File: src/rtl/mem_port_arbiter.sv
// -----------------------------------------------------------------------------
// mem_port_arbiter
//
// Shares one single-ported, variable-latency memory between the instruction
// fetch side (IF) and the data load/store side (DM). DM has fixed priority
// because the MEM stage holds the older instruction. A granted request is
// registered onto the mem_* port, held until mem_ack_i, and the result is
// returned to its owner with a one-cycle ack. A watchdog aborts accesses the
// memory never acknowledges.
//
// Handshake semantics (all three ports): a requester raises req and holds it,
// with its address/data stable, until it sees its one-cycle ack. During the
// ack cycle it must drop or replace the request before the next edge; the
// arbiter never samples requests in that cycle. mem_req_o follows the same
// rule towards the memory: held with stable mem_* until mem_ack_i, and there
// is never more than one memory request outstanding.
//
// Parameters:
//   ADDR_W   address width of all address ports
//   DATA_W   data width of all data ports
//   TIMEOUT  wait cycles in an access state before abort (0 = no watchdog)
//
// Ports:
//   clk_i, rst_i               clock, synchronous active-high reset
//   if_req_i / if_addr_i       fetch request and address
//   if_data_o / if_ack_o       fetched word, valid with the one-cycle ack
//   if_stall_o                 if_req_i & ~if_ack_o
//   dm_req_i / dm_we_i         data request, 1 = store
//   dm_addr_i / dm_wdata_i     data address and store data
//   dm_rdata_o / dm_ack_o      load data, valid with the one-cycle ack
//   dm_stall_o                 dm_req_i & ~dm_ack_o
//   mem_req_o .. mem_wdata_o   memory request port (registered)
//   mem_rdata_i / mem_ack_i    memory response
//   err_o                      pulse with the ack when the access timed out
//   dbg_state_o                current FSM state (IDLE=0, IF_ACC=1,
//                              DM_ACC=2, DONE=3)
//
// Optional feature (macro MEM_ARB_PERF_CNT_EN):
//   if_wait_cnt_o / dm_wait_cnt_o  saturating counts of stall cycles per side
// -----------------------------------------------------------------------------
module mem_port_arbiter #(
    parameter int ADDR_W  = 32,
    parameter int DATA_W  = 32,
    parameter int TIMEOUT = 64
) (
    input  logic              clk_i,
    input  logic              rst_i,
    input  logic              if_req_i,
    input  logic [ADDR_W-1:0] if_addr_i,
    output logic [DATA_W-1:0] if_data_o,
    output logic              if_ack_o,
    output logic              if_stall_o,
    input  logic              dm_req_i,
    input  logic              dm_we_i,
    input  logic [ADDR_W-1:0] dm_addr_i,
    input  logic [DATA_W-1:0] dm_wdata_i,
    output logic [DATA_W-1:0] dm_rdata_o,
    output logic              dm_ack_o,
    output logic              dm_stall_o,
    output logic              mem_req_o,
    output logic              mem_we_o,
    output logic [ADDR_W-1:0] mem_addr_o,
    output logic [DATA_W-1:0] mem_wdata_o,
    input  logic [DATA_W-1:0] mem_rdata_i,
    input  logic              mem_ack_i,
    output logic              err_o,
`ifdef MEM_ARB_PERF_CNT_EN
    output logic [31:0]       if_wait_cnt_o,
    output logic [31:0]       dm_wait_cnt_o,
`endif
    output logic [1:0]        dbg_state_o
);

    typedef enum logic [1:0] {
        IDLE   = 2'd0,
        IF_ACC = 2'd1,
        DM_ACC = 2'd2,
        DONE   = 2'd3
    } state_t;

    // The watchdog counts 0 .. TIMEOUT-1; the abort fires in the access cycle
    // where the count sits at TIMEOUT-1 with no ack, so mem_req_o stays high
    // for exactly TIMEOUT cycles.
    localparam int WD_W = (TIMEOUT > 1) ? $clog2(TIMEOUT) : 1;
    localparam logic [WD_W-1:0] WD_LAST = (TIMEOUT > 0) ? WD_W'(TIMEOUT - 1) : '0;

    state_t          state_q;
    state_t          state_d;
    logic [WD_W-1:0] wd_cnt_q;
    logic            owner_dm_q;   // owner of the current/last access: 1 = DM
    logic            err_q;        // last access ended by the watchdog
    logic            timeout_hit;

    assign timeout_hit = (TIMEOUT != 0) && (wd_cnt_q == WD_LAST);

    // ---------------------------------------------------------------- state reg
    always_ff @(posedge clk_i) begin
        if (rst_i) begin
            state_q <= IDLE;
        end else begin
            state_q <= state_d;
        end
    end

    // ---------------------------------------------------------------- next state
    always_comb begin
        state_d = state_q;
        case (state_q)
            IDLE: begin
                if (dm_req_i) begin
                    state_d = DM_ACC;
                end else if (if_req_i) begin
                    state_d = IF_ACC;
                end
            end
            IF_ACC, DM_ACC: begin
                if (mem_ack_i || timeout_hit) begin
                    state_d = DONE;
                end
            end
            // Requests are deliberately not looked at here: the owner is
            // still seeing its ack and may be swapping in a new request.
            DONE:    state_d = IDLE;
            default: state_d = IDLE;
        endcase
    end

    // ---------------------------------------------------------------- outputs
    always_comb begin
        mem_req_o = 1'b0;
        if_ack_o  = 1'b0;
        dm_ack_o  = 1'b0;
        err_o     = 1'b0;
        case (state_q)
            IF_ACC, DM_ACC: mem_req_o = 1'b1;
            DONE: begin
                if_ack_o = ~owner_dm_q;
                dm_ack_o = owner_dm_q;
                err_o    = err_q;
            end
            default: ;
        endcase
    end

    assign if_stall_o  = if_req_i & ~if_ack_o;
    assign dm_stall_o  = dm_req_i & ~dm_ack_o;
    assign dbg_state_o = state_q;

    // ---------------------------------------------------------------- datapath
    always_ff @(posedge clk_i) begin
        if (rst_i) begin
            wd_cnt_q    <= '0;
            owner_dm_q  <= 1'b0;
            err_q       <= 1'b0;
            mem_we_o    <= 1'b0;
            mem_addr_o  <= '0;
            mem_wdata_o <= '0;
            if_data_o   <= '0;
            dm_rdata_o  <= '0;
        end else begin
            case (state_q)
                IDLE: begin
                    wd_cnt_q <= '0;
                    if (dm_req_i) begin
                        owner_dm_q  <= 1'b1;
                        mem_we_o    <= dm_we_i;
                        mem_addr_o  <= dm_addr_i;
                        mem_wdata_o <= dm_wdata_i;
                    end else if (if_req_i) begin
                        owner_dm_q <= 1'b0;
                        mem_we_o   <= 1'b0;
                        mem_addr_o <= if_addr_i;
                    end
                end
                IF_ACC, DM_ACC: begin
                    wd_cnt_q <= wd_cnt_q + 1'b1;
                    if (mem_ack_i) begin
                        // Stores also return mem_rdata_i; MEM ignores it.
                        err_q <= 1'b0;
                        if (owner_dm_q) begin
                            dm_rdata_o <= mem_rdata_i;
                        end else begin
                            if_data_o <= mem_rdata_i;
                        end
                    end else if (timeout_hit) begin
                        err_q <= 1'b1;
                        if (owner_dm_q) begin
                            dm_rdata_o <= '0;
                        end else begin
                            if_data_o <= '0;
                        end
                    end
                end
                default: wd_cnt_q <= '0;
            endcase
        end
    end

`ifdef MEM_ARB_PERF_CNT_EN
    // ---------------------------------------------------------------- perf
    logic [31:0] if_wait_cnt_q;
    logic [31:0] dm_wait_cnt_q;

    always_ff @(posedge clk_i) begin
        if (rst_i) begin
            if_wait_cnt_q <= '0;
            dm_wait_cnt_q <= '0;
        end else begin
            if (if_stall_o && (if_wait_cnt_q != 32'hFFFF_FFFF)) begin
                if_wait_cnt_q <= if_wait_cnt_q + 32'd1;
            end
            if (dm_stall_o && (dm_wait_cnt_q != 32'hFFFF_FFFF)) begin
                dm_wait_cnt_q <= dm_wait_cnt_q + 32'd1;
            end
        end
    end

    assign if_wait_cnt_o = if_wait_cnt_q;
    assign dm_wait_cnt_o = dm_wait_cnt_q;
`endif

endmodule

File: config.mk
export PLATFORM = sky130hd
export DESIGN_NAME = mem_port_arbiter
export DESIGN_NICKNAME = d
export VERILOG_FILES = /design/src/rtl/mem_port_arbiter.sv
export SDC_FILE = /design/constraint.sdc
export NUM_CORES = 1
export LEC_CHECK = 0
export ABC_AREA = 1
export BUFFER_PORTS_ARGS = -buffer_cell sky130_fd_sc_hd__buf_4
export CAP_MARGIN = 10
export CORE_ASPECT_RATIO = 1.1
export CORE_MARGIN = 10
export CORE_UTILIZATION = 51
export CTS_CLUSTER_DIAMETER = 200
export DETAILED_ROUTE_END_ITERATION = 7
export GPL_TIMING_DRIVEN = 0
export PLACE_DENSITY = 0.95
export SLEW_MARGIN = 0
export SYNTH_ARGS = -nofsm -noshare
export SYNTH_HDL_FRONTEND = slang
export SYNTH_SLANG_ARGS = --single-unit
File: constraint.sdc
create_clock -name clk_i -period 3.5 [get_ports clk_i]
set_input_delay 0.175 -clock clk_i [delete_from_list [all_inputs] [get_ports clk_i]]
set_output_delay 0.175 -clock clk_i [all_outputs]
set_load 0.01 [all_outputs]
==> results of run 1 <==
-- synthesized netlist by cell type, drive strengths merged --
master,number
o21bai,1
clkbuf,29
dfxtp,139
inv,126
o21ai,67
o21a,2
nor2,173
clkinv,2
a21oi,7
a31oi,32
nor3b,2
nand4,29
buf,28
nand2,241
or3,1
nand3,8
ha,4
-- kinds of logic after synthesis --
logic type / Yosys count / share of synthesized area
and+or+nand+nor: 454 / 0.3016
AOI/OAI and AO/OA: 109 / 0.1008
adders and majority gates: 4 / 0.008400
buffers and inverters: 185 / 0.1222
DFF: 139 / 0.4670
-- stage by stage --
stage	hold slack (ns)	utilization	power, W	instance area, µm²	std cells
2_1_floorplan	0.2441	-	0.003756	5958	891
3_3_place_gp	0.3514	0.7131	0.004883	8158	1309
3_5_place_dp	0.3582	0.7131	0.004974	8158	1309
4_1_cts	0.009990	0.7624	0.006678	8722	1342
5_1_grt	0.02282	0.7624	0.007105	8722	1342
6_report	0.01549	0.7624	0.006665	8722	1342
-- worst paths after layout --
kind,start,to,slack [ns],cells past startpoint
worst max-delay path,dbg_state_o[1]$_SDFFE_PP0P_,if_data_o[28]$_SDFFE_PP0P_,1.36,8
worst min-delay path,dm_wdata_i[18],mem_wdata_o[18]$_SDFFE_PP0P_,0.02,3
worst max register to register,dbg_state_o[1]$_SDFFE_PP0P_,if_data_o[28]$_SDFFE_PP0P_,1.36,8
worst min register to register,wd_cnt_q[0]$_SDFF_PP0_,wd_cnt_q[0]$_SDFF_PP0_,0.45,1
-- critical path, stage by stage, from the launching register on --
cell and delay (ns):
dfxtp_1 0.40, inv_1 0.10, ha_1 0.33, clkbuf_1 0.38, nand3_1 0.24, buf_4 0.23, buf_6 0.15, nor2_1 0.14
nor2_1 0.07
-- layer usage --
layer | wire (µm) | global-route usage
met1 | 7296 | 0.2429
met2 | 10760 | 0.4431
met3 | 2249 | 0.09594
met4 | 658 | 0.09585
met5 | 0 | 0
-- registers in the layout, summed over array words and instances (netlist names) --
signal       cells
dm_rdata_o      32
err_q            1
owner_dm_q       1
wd_cnt_q         6
if_data_o       32
mem_wdata_o     32
dbg_state_o      2
mem_we_o         1
mem_addr_o      32
-- cell type report --
type	instances	share of cell area
inverters	128	0.05509
flip-flops and latches	139	0.3190
clock buffers	20	0.05351
well taps	150	0.02152
plain buffers	57	0.02840
multi-input cells	567	0.2806
clock inverters	12	0.01004
repair buffers	269	0.2318
-- power by group --
part	leakage [nW]	internal [W]	switching [W]	total [W]
Clock	0.261	0.000966	0.000702	0.00167
Sequential	1.14	0.00202	0.000238	0.00226
Combinational	3.23	0.00113	0.00160	0.00273
Total	4.63	0.00412	0.00254	0.00666
==> summary.txt, run 1 <==
Outcome
  – Run status: finished, final reports clean

Synthesis
  – Cells after Synth: 891
  – Library cell occupying the most area in the post-synthesis netlist: dfxtp_1
  – Post-synth net total: 1029
  – Post-synthesis register bit count: 139
  – Total number of yosys warnings: 0
  – Portion of synthesized cell area occupied by the leading cell type: 0.4670
  – Number of library cell types mapped by synthesis: 21
  – Mean post-synth cell area: 6.687 µm²
  – Summed instance area of the synthesized netlist: 0.005958 mm²
  – Largest cells by area after synthesis: dfxtp_1 (47%), nand2_1 (15%), nor2_1 (11%)
  – Share of the yosys chip area belonging to registers: 0.4670

Die
  – Die ar.: 0.01641 mm²
  – Number of I/O pins: 271
  – Die Wd: 123.1 µm
  – Number of cell rows: 41
  – Die height: 133.4 µm
  – Placeable Area: 0.01144 mm²
  – Initial standard-cell utilization of the core: 0.5208

Placed design
  – Pre-CTS setup slack: 1.524 ns
  – Detail Placement HPWL: 16.01 mm
  – Weighted congestion reported at the end of routability-driven placement: 0.8860
  – Port Buf Inserts: 268

Pwr
  – Power per unit of standard cell area: 764.1 mW/mm²
  – Leak Pwr: 4.632 nW
  – Highest ir drop seen on vdd: 0.4422 mV

STA
  – Final setup vio count: 0
  – Slew at the pin closest to its max-slew limit: 0.6321 ns
  – Post-route clock period utilization: 0.6121
  – Worst Slack Setup Final: 1.358 ns
  – RSZ-0062 raised after global routing: false
  – Fmax: 466.8 MHz
  – Period minus WS final: 2.142 ns
  – Relative max-transition margin: 0.5786
  – Layout Skew: 0.01269 ns
  – Setup TNS: 0 ns
  – Count of final max-slew check failures: 0
  – Final-report hold violation count: 0

Global route
  – Via count of the first global-routing pass: 6674
  – Antenna violations before repair: 0
  – Total global routing track utilization: 0.2450
  – Maximum number of pins on one net before global-route repair: 17
  – Congestion Overflow GR: 0
  – Wire length of the first global-routing pass: 32.52 mm

Clock network
  – Number of buffers inserted to repair setup after CTS: 0
  – Root buffer selected by CTS: clkbuf_16
  – Count of clock tree sinks: 139
  – Post-CTS Hold Fix Bufs: 1
  – Clock slew seen by the registers of the worst setup and hold paths: 0.06 ns
  – Clock buffer depth: 2
  – Deepest level of the CTS H-tree: 4
  – Cts bufs inserted: 17
  – Clock latency at the later pin of the worst-skew pair: 0.41 ns
  – CTS resizes: 0
  – Clock tree from TritonCTS: done

Drt
  – Avg WL per Cell: 15.63 µm
  – Via total after detailed routing: 6669
  – DRC viols: 0
  – Number of vias per cell after detailed routing: 4.969
  – Total wirelength of the detailed-routed design: 20.97 mm
  – Number of nets still failing antenna checks after routing: 0
  – Drt first-iter violations: 567
  – DR pass1 iterations: 6

Worst setup path
  – Path type of the worst setup path: reg -> reg
  – CP Capture Type: flop
  – Largest fanout on the critical path: 10
  – CP Data Required Time: 3.79 ns
  – Data arrival at the endpoint of the critical path: 2.44 ns
  – Critical path startpoint category: flop

Cells and area
  – Commonest cells after routing, fill and taps aside: buf_4 (269), nand2_1 (241), nor2_1 (173)
  – Footprint of the multi-input gates: 0.002447 mm²
  – Number of diodes added for antenna fixing: 0
  – Filler instances: 808
  – Total number of nets in the final design: 1317
  – Fraction of layout cells with a size suffix above 1: 0.2701
  – Area delta synth->final: 46.39%
  – Leading cell type in the layout, fill and taps excluded: buf_4
  – Register cell area after layout: 0.002783 mm²

Min path
  – Worst min-delay path category: in -> reg

Run
  – Number of maximum-capacitance constraint violations: 0
(Power assumes the default switching activity.)
==> run 2, diff against run 1 <==
Settings changed: ABC_AREA 1 to 0, CORE_UTILIZATION 51 to 46, PLACE_DENSITY 0.95 to 0.9.
Clock period 3.5 ns to 2.1 ns, I/O delays scaled along.
==> run 2 against run 1 <==
  * Synthesized cell count decreased by 29%
  * Fmax up 3.8%
  * Sequential power grew 50%
  * Clock power up 83%
  * Non-clock buffer count rose by 60
  * Core utilization barely moved
  * Highest routed layer unchanged
==> summary.txt, run 2 <==
Pwr
  – Highest ir drop seen on vdd: 0.7950 mV
  – Leak Pwr: 4.021 nW
  – Overall power after layout: 0.01002 W
  – Power per unit of standard cell area: 1092 mW/mm²

Synthesis
  – Total number of yosys warnings: 0
  – Most common flop cell mapped by yosys: dfxtp_1
  – Number of enable-type register cells in the synthesized netlist: 0
  – Most common cell in the netlist: dfxtp_1
  – Share of the yosys chip area belonging to registers: 0.4941
  – Largest cells by area after synthesis: dfxtp_1 (49%), mux2i_1 (12%), nand2b_1 (7.2%)
  – List of most frequent post-synthesis cells: dfxtp_1 (139), nand2_1 (101), mux2i_1 (66), nand2b_1 (65), nor2_1 (41)
  – Summed instance area of the synthesized netlist: 0.005632 mm²
  – Share of flip-flops with an asynchronous set or reset after synthesis: 0
  – Post-synth net total: 769
  – Cells after Synth: 631
  – Mean post-synth cell area: 8.925 µm²
  – Library cell occupying the most area in the post-synthesis netlist: dfxtp_1
  – Post-synthesis register bit count: 139
  – Portion of synthesized cell area occupied by the leading cell type: 0.4941
  – Number of library cell types mapped by synthesis: 29

STA
  – Fmax: 484.4 MHz
  – Count of final max-slew check failures: 0
  – Final setup vio count: 0
  – Layout Skew: 0.01192 ns
  – Final-report hold violation count: 0
  – Slew at the pin closest to its max-slew limit: 0.6091 ns
  – Post-route clock period utilization: 0.9831
  – Relative max-transition margin: 0.5940
  – Period minus WS final: 2.064 ns
  – Setup TNS: 0 ns

Clock network
  – Deepest level of the CTS H-tree: 4
  – Root buffer selected by CTS: clkbuf_16
  – Clock slew seen by the registers of the worst setup and hold paths: 0.06 ns
  – Clock tree from TritonCTS: done
  – Count of clock tree sinks: 139
  – Clock latency at the later pin of the worst-skew pair: 0.43 ns
  – Cts bufs inserted: 17
  – Clock buffer depth: 2

Placed design
  – Port Buf Inserts: 269
  – Weighted congestion reported at the end of routability-driven placement: 0.8849
  – Post-placement cell area: 0.007844 mm²
  – Dpl cells: 1054
  – Detail Placement HPWL: 16.26 mm

Outcome
  – Run status: finished, final reports clean

Drt
  – Avg WL per Cell: 22.37 µm
  – DRC viols: 0
  – Via total after detailed routing: 6443
  – Number of vias per cell after detailed routing: 5.588
  – Total wirelength of the detailed-routed design: 25.79 mm
  – DR pass1 iterations: 5
  – Drt first-iter violations: 662
  – Number of nets still failing antenna checks after routing: 0

Worst setup path
  – Path type of the worst setup path: reg -> reg
  – CP Capture Type: flop
  – Critical path startpoint category: flop
  – Data arrival at the endpoint of the critical path: 2.39 ns
  – CP Data Required Time: 2.43 ns
  – Largest fanout on the critical path: 10

Global route
  – Maximum number of pins on one net before global-route repair: 17
  – Via count of the first global-routing pass: 6735
  – Congestion Overflow GR: 0
  – Total global routing track utilization: 0.2871
  – Wire length of the first global-routing pass: 38.80 mm
  – Antenna violations before repair: 1

Die
  – Die height: 136.0 µm
  – Placeable Area: 0.01203 mm²
  – Die Wd: 125.5 µm
  – Number of I/O pins: 271
  – Initial standard-cell utilization of the core: 0.4680
  – Number of cell rows: 42
  – Die ar.: 0.01707 mm²

Cells and area
  – Area delta synth->final: 62.92%
  – Register cell area after layout: 0.002790 mm²
  – Filler instances: 664
  – Leading cell type in the layout, fill and taps excluded: buf_4
  – Fin util: 0.7624
  – Fraction of layout cells with a size suffix above 1: 0.3267
  – Non-Filler Instances: 1153
  – Footprint of the multi-input gates: 0.002616 mm²
  – Post-route design area: 0.009175 mm²
  – Total number of nets in the final design: 1124
  – Commonest cells after routing, fill and taps aside: buf_4 (269), dfxtp_1 (137), nand2_1 (101)

Min path
  – Worst min-delay path category: in -> reg

Run
  – Number of maximum-capacitance constraint violations: 0
run 2: critical path, stage by stage (launching register included):
cell     delay, ns
dfxtp_4       0.37
inv_1         0.08
ha_4          0.28
buf_6         0.12
inv_1         0.04
or3_4         0.39
a21oi_4       0.15
buf_12        0.14
buf_12        0.15
mux2i_1       0.25
run 2: stage by stage:
stage | hold slack (ns) | setup WS [ns]
after floorplan | 0.2162 | 0.03287
after global placement | 0.3277 | -0.08256
after detailed placement | 0.3358 | -0.08484
after CTS | 0.02767 | 0.003325
after global routing | 0.05245 | -0.01630
final | 0.03779 | 0.03554
run 2: worst paths after layout:
| kind | from | endpoint | slack (ns) | cells past startpoint |
|---|---|---|---|---|
| max | dbg_state_o[1]$_SDFFE_PP0P_ | if_data_o[2]$_SDFFE_PP0P_ | 0.04 | 9 |
| min | if_addr_i[12] | mem_addr_o[12]$_SDFFE_PP0P_ | 0.04 | 3 |
| min reg2reg | wd_cnt_q[0]$_SDFF_PP0_ | wd_cnt_q[0]$_SDFF_PP0_ | 0.45 | 1 |
| max reg2reg | dbg_state_o[1]$_SDFFE_PP0P_ | if_data_o[2]$_SDFFE_PP0P_ | 0.04 | 9 |
run 2: final cells by class:
cell class | instances | area share
clock buffers | 19 | 0.04827
plain buffers | 50 | 0.02823
multi-input cells | 436 | 0.2851
well taps | 154 | 0.02100
diodes | 1 | 0.0002727
inverters | 6 | 0.002455
clock inverters | 12 | 0.01623
flip-flops and latches | 139 | 0.3041
repair buffers | 336 | 0.2943
run 2: metal layers:
| layer | routed length [µm] | up-vias | part of all wire | track usage |
|---|---|---|---|---|
| met2 | 12510 | 486 | 0.49 | 0.4948 |
| li1 | - | 2840 | - | - |
| met3 | 3009 | 113 | 0.12 | 0.1161 |
| met4 | 1454 | 0 | 0.056 | 0.1812 |
| met5 | 0 | - | 0 | 0 |
| met1 | 8813 | 3004 | 0.34 | 0.2838 |
run 2: what timing repair did:
item / in CTS / in global routing
hold buffers: 66 / 0
pin swaps: 1 / 0
endpoints found under the hold margin: 98 / 0
buffers inserted: 1 / 0
resized for setup: 6 / 18
setup endpoints to repair: 59 / 97
run 2: power breakdown:
group / internal (W) / switching (W)
clock network: 0.00188 / 0.00116
logic: 0.00159 / 0.00198
registers: 0.00309 / 0.000306
run 2: logic make-up after synthesis:
group           after synthesis  share of synthesized area
compound gates              109                     0.1166
xor+xnor                      3                   0.004666
fa+ha+maj                     4                   0.008887
buf+inv                      56                    0.04554
flops                       139                     0.4941
mux                          66                     0.1173
simple gates                254                     0.2128
==> run 3, diff against run 2 <==
Settings changed: GPL_TIMING_DRIVEN 0 to default, SKIP_LAST_GASP from default to 1.
==> run 3 against run 2 <==
  * Fmax grew 5.4%
  * Critical path depth fell by 2
  * Total power shrank 3.2%
  * Setup slack gained 0.11 ns
  * Wire length down 8.7%
  * Non-clock buffer count decreased by 39
  * Die area unchanged
  * Via count fell by 5.7%
  * Sequential share of layout area is 0.38 points higher
  * Critical endpoint is now if_data_o[23]$_SDFFE_PP0P_
  * Largest cell class unchanged
==> summary.txt, run 3 (same netlist as run 2, synthesis figures left out) <==
Outcome
  – Run status: finished, final reports clean

Worst setup path
  – Instance count on the critical path: 7
  – Worst r2r dst: if_data_o[23]$_SDFFE_PP0P_
  – CP Capture Type: flop
  – Path type of the worst setup path: reg -> reg
  – Top Family by Delay on Critical Path: simple AND/OR/NAND/NOR gates
  – CP Data Required Time: 2.43 ns
  – Largest fanout on the critical path: 32
  – Internal reg-to-reg setup slack: 0.14 ns
  – Buffers plus inverters on the worst setup path: 3
  – Most prevalent standard cell on the critical path: inv_1
  – Worst path max stage delay: 0.40 ns
  – Critical path startpoint category: flop
  – Beginning of the worst register-to-register path: dbg_state_o[0]$_SDFFE_PP0P_
  – Slowest stage cell, crit path: or3_4
  – Worst R2R Path Depth: 7
  – Critical path, cell by cell: inv_1 > ha_1 > inv_1 > or3_4 > a21oi_4 > buf_12 > mux2i_1
  – Data arrival at the endpoint of the critical path: 2.29 ns

Cells and area
  – Total number of nets in the final design: 1085
  – Filler instances: 697
  – Number of diodes added for antenna fixing: 0
  – Fraction of layout cells with a size suffix above 1: 0.3288
  – Commonest cells after routing, fill and taps aside: buf_4 (276), dfxtp_1 (139), nand2_1 (101)
  – Fin util: 0.7509
  – Leading cell type in the layout, fill and taps excluded: buf_4
  – Register cell area after layout: 0.002783 mm²
  – Footprint of the multi-input gates: 0.002615 mm²
  – Post-route design area: 0.009036 mm²
  – Area delta synth->final: 60.45%

Clock network
  – Count of clock tree sinks: 139
  – Clock buffer depth: 2
  – Deepest level of the CTS H-tree: 4
  – Clock tree from TritonCTS: done
  – Root buffer selected by CTS: clkbuf_16
  – Cts bufs inserted: 17
  – Number of buffers inserted to repair setup after CTS: 0
  – Post-CTS Hold Fix Bufs: 66
  – Clock slew seen by the registers of the worst setup and hold paths: 0.06 ns
  – CTS resizes: 0
  – Clock latency at the later pin of the worst-skew pair: 0.42 ns

Global route
  – Antenna violations before repair: 0
  – Total global routing track utilization: 0.2629
  – Via count of the first global-routing pass: 6284
  – Congestion Overflow GR: 0
  – Maximum number of pins on one net before global-route repair: 74
  – Wire length of the first global-routing pass: 35.47 mm

Pwr
  – Highest ir drop seen on vdd: 0.7182 mV
  – Power per unit of standard cell area: 1074 mW/mm²
  – Leak Pwr: 3.968 nW

Min path
  – Number of cells on the worst hold path: 3
  – Worst Hold Launch: if_addr_i[3]
  – Worst min-delay path category: in -> reg
  – Worst hold path endpoint: mem_addr_o[3]$_SDFFE_PP0P_

Die
  – Number of I/O pins: 271
  – Die height: 136.0 µm
  – Number of cell rows: 42
  – Die ar.: 0.01707 mm²
  – Initial standard-cell utilization of the core: 0.4680
  – Placeable Area: 0.01203 mm²
  – Die Wd: 125.5 µm

STA
  – Fmax: 510.7 MHz
  – Setup TNS: 0 ns
  – Slew at the pin closest to its max-slew limit: 0.6086 ns
  – RSZ-0062 raised after global routing: false
  – Final setup vio count: 0
  – Relative max-transition margin: 0.5943
  – Post-route clock period utilization: 0.9324
  – Final-report hold violation count: 0
  – Count of final max-slew check failures: 0
  – Period minus WS final: 1.958 ns
  – Layout Skew: 0.009906 ns

Placed design
  – Port Buf Inserts: 270
  – Detail Placement HPWL: 14.35 mm
  – Weighted congestion reported at the end of routability-driven placement: 0.8601
  – Post-placement cell area: 0.007785 mm²

Drt
  – DRC viols: 0
  – Via total after detailed routing: 6077
  – Avg WL per Cell: 21.17 µm
  – Total wirelength of the detailed-routed design: 23.54 mm
  – Number of vias per cell after detailed routing: 5.465
  – DR pass1 iterations: 5
  – Number of nets still failing antenna checks after routing: 0
  – Drt first-iter violations: 697

Run
  – Number of maximum-capacitance constraint violations: 0
run 3: cell types whose count changed in the layout (fill, tap and decap cells not counted), sizes merged:
cell / delta
clkbuf: -36
buf: -2
clkinv: -2
clkinvlp: -1
diode: -1
inv: +1
run 3: how the worst max path moves through the flow:
stage | start | endpoint
2_1_floorplan | dbg_state_o[0]$_SDFFE_PP0P_ | if_data_o[10]$_SDFFE_PP0P_
3_3_place_gp | dbg_state_o[0]$_SDFFE_PP0P_ | if_data_o[21]$_SDFFE_PP0P_
3_5_place_dp | dbg_state_o[0]$_SDFFE_PP0P_ | if_data_o[10]$_SDFFE_PP0P_
4_1_cts | dbg_state_o[0]$_SDFFE_PP0P_ | if_data_o[5]$_SDFFE_PP0P_
5_1_grt | dbg_state_o[0]$_SDFFE_PP0P_ | if_data_o[6]$_SDFFE_PP0P_
6_report | dbg_state_o[0]$_SDFFE_PP0P_ | if_data_o[23]$_SDFFE_PP0P_
run 3: worst register-to-register path, stage by stage (launching register included):
cell and delay, ns:
dfxtp_1 0.38, inv_1 0.08, ha_1 0.30, inv_1 0.04, or3_4 0.40, a21oi_4 0.18
buf_12 0.25, mux2i_1 0.26
run 3: area by class of cell:
| type | instances | share of cell area |
|---|---|---|
| clock buffer | 20 | 0.04943 |
| clock inverter | 10 | 0.01592 |
| inverter | 6 | 0.002492 |
| multi-input combinational | 436 | 0.2894 |
| sequential | 139 | 0.3079 |
| tap | 154 | 0.02132 |
| timing repair buffer | 347 | 0.3135 |
run 3: per-layer routing:
metal / global-route usage / routed length (µm) / up-vias
li1: - / - / 2763
met1: 0.2789 / 8237 / 2833
met2: 0.4495 / 11590 / 416
met3: 0.1032 / 2719 / 65
met4: 0.1268 / 988 / 0
met5: 0 / 0 / -
run 3: where the power goes:
group,total (W),internal (W),switching (W)
Combinational,0.00331,0.00149,0.00182
Clock,0.00303,0.00189,0.00114
Sequential,0.00337,0.00308,0.000286
run 3: stage by stage:
step	hold WS, ns	cells	total power, W	setup WS [ns]
finish	0.04784	1112	0.009701	0.1419
global route	0.05666	1112	0.01012	0.0008127
CTS	0.02318	1112	0.009556	0.1457
detailed placement	0.3386	1016	0.006456	0.1658
global placement	0.3313	1016	0.006381	0.2585
floorplan	0.2162	631	0.005116	0.03287
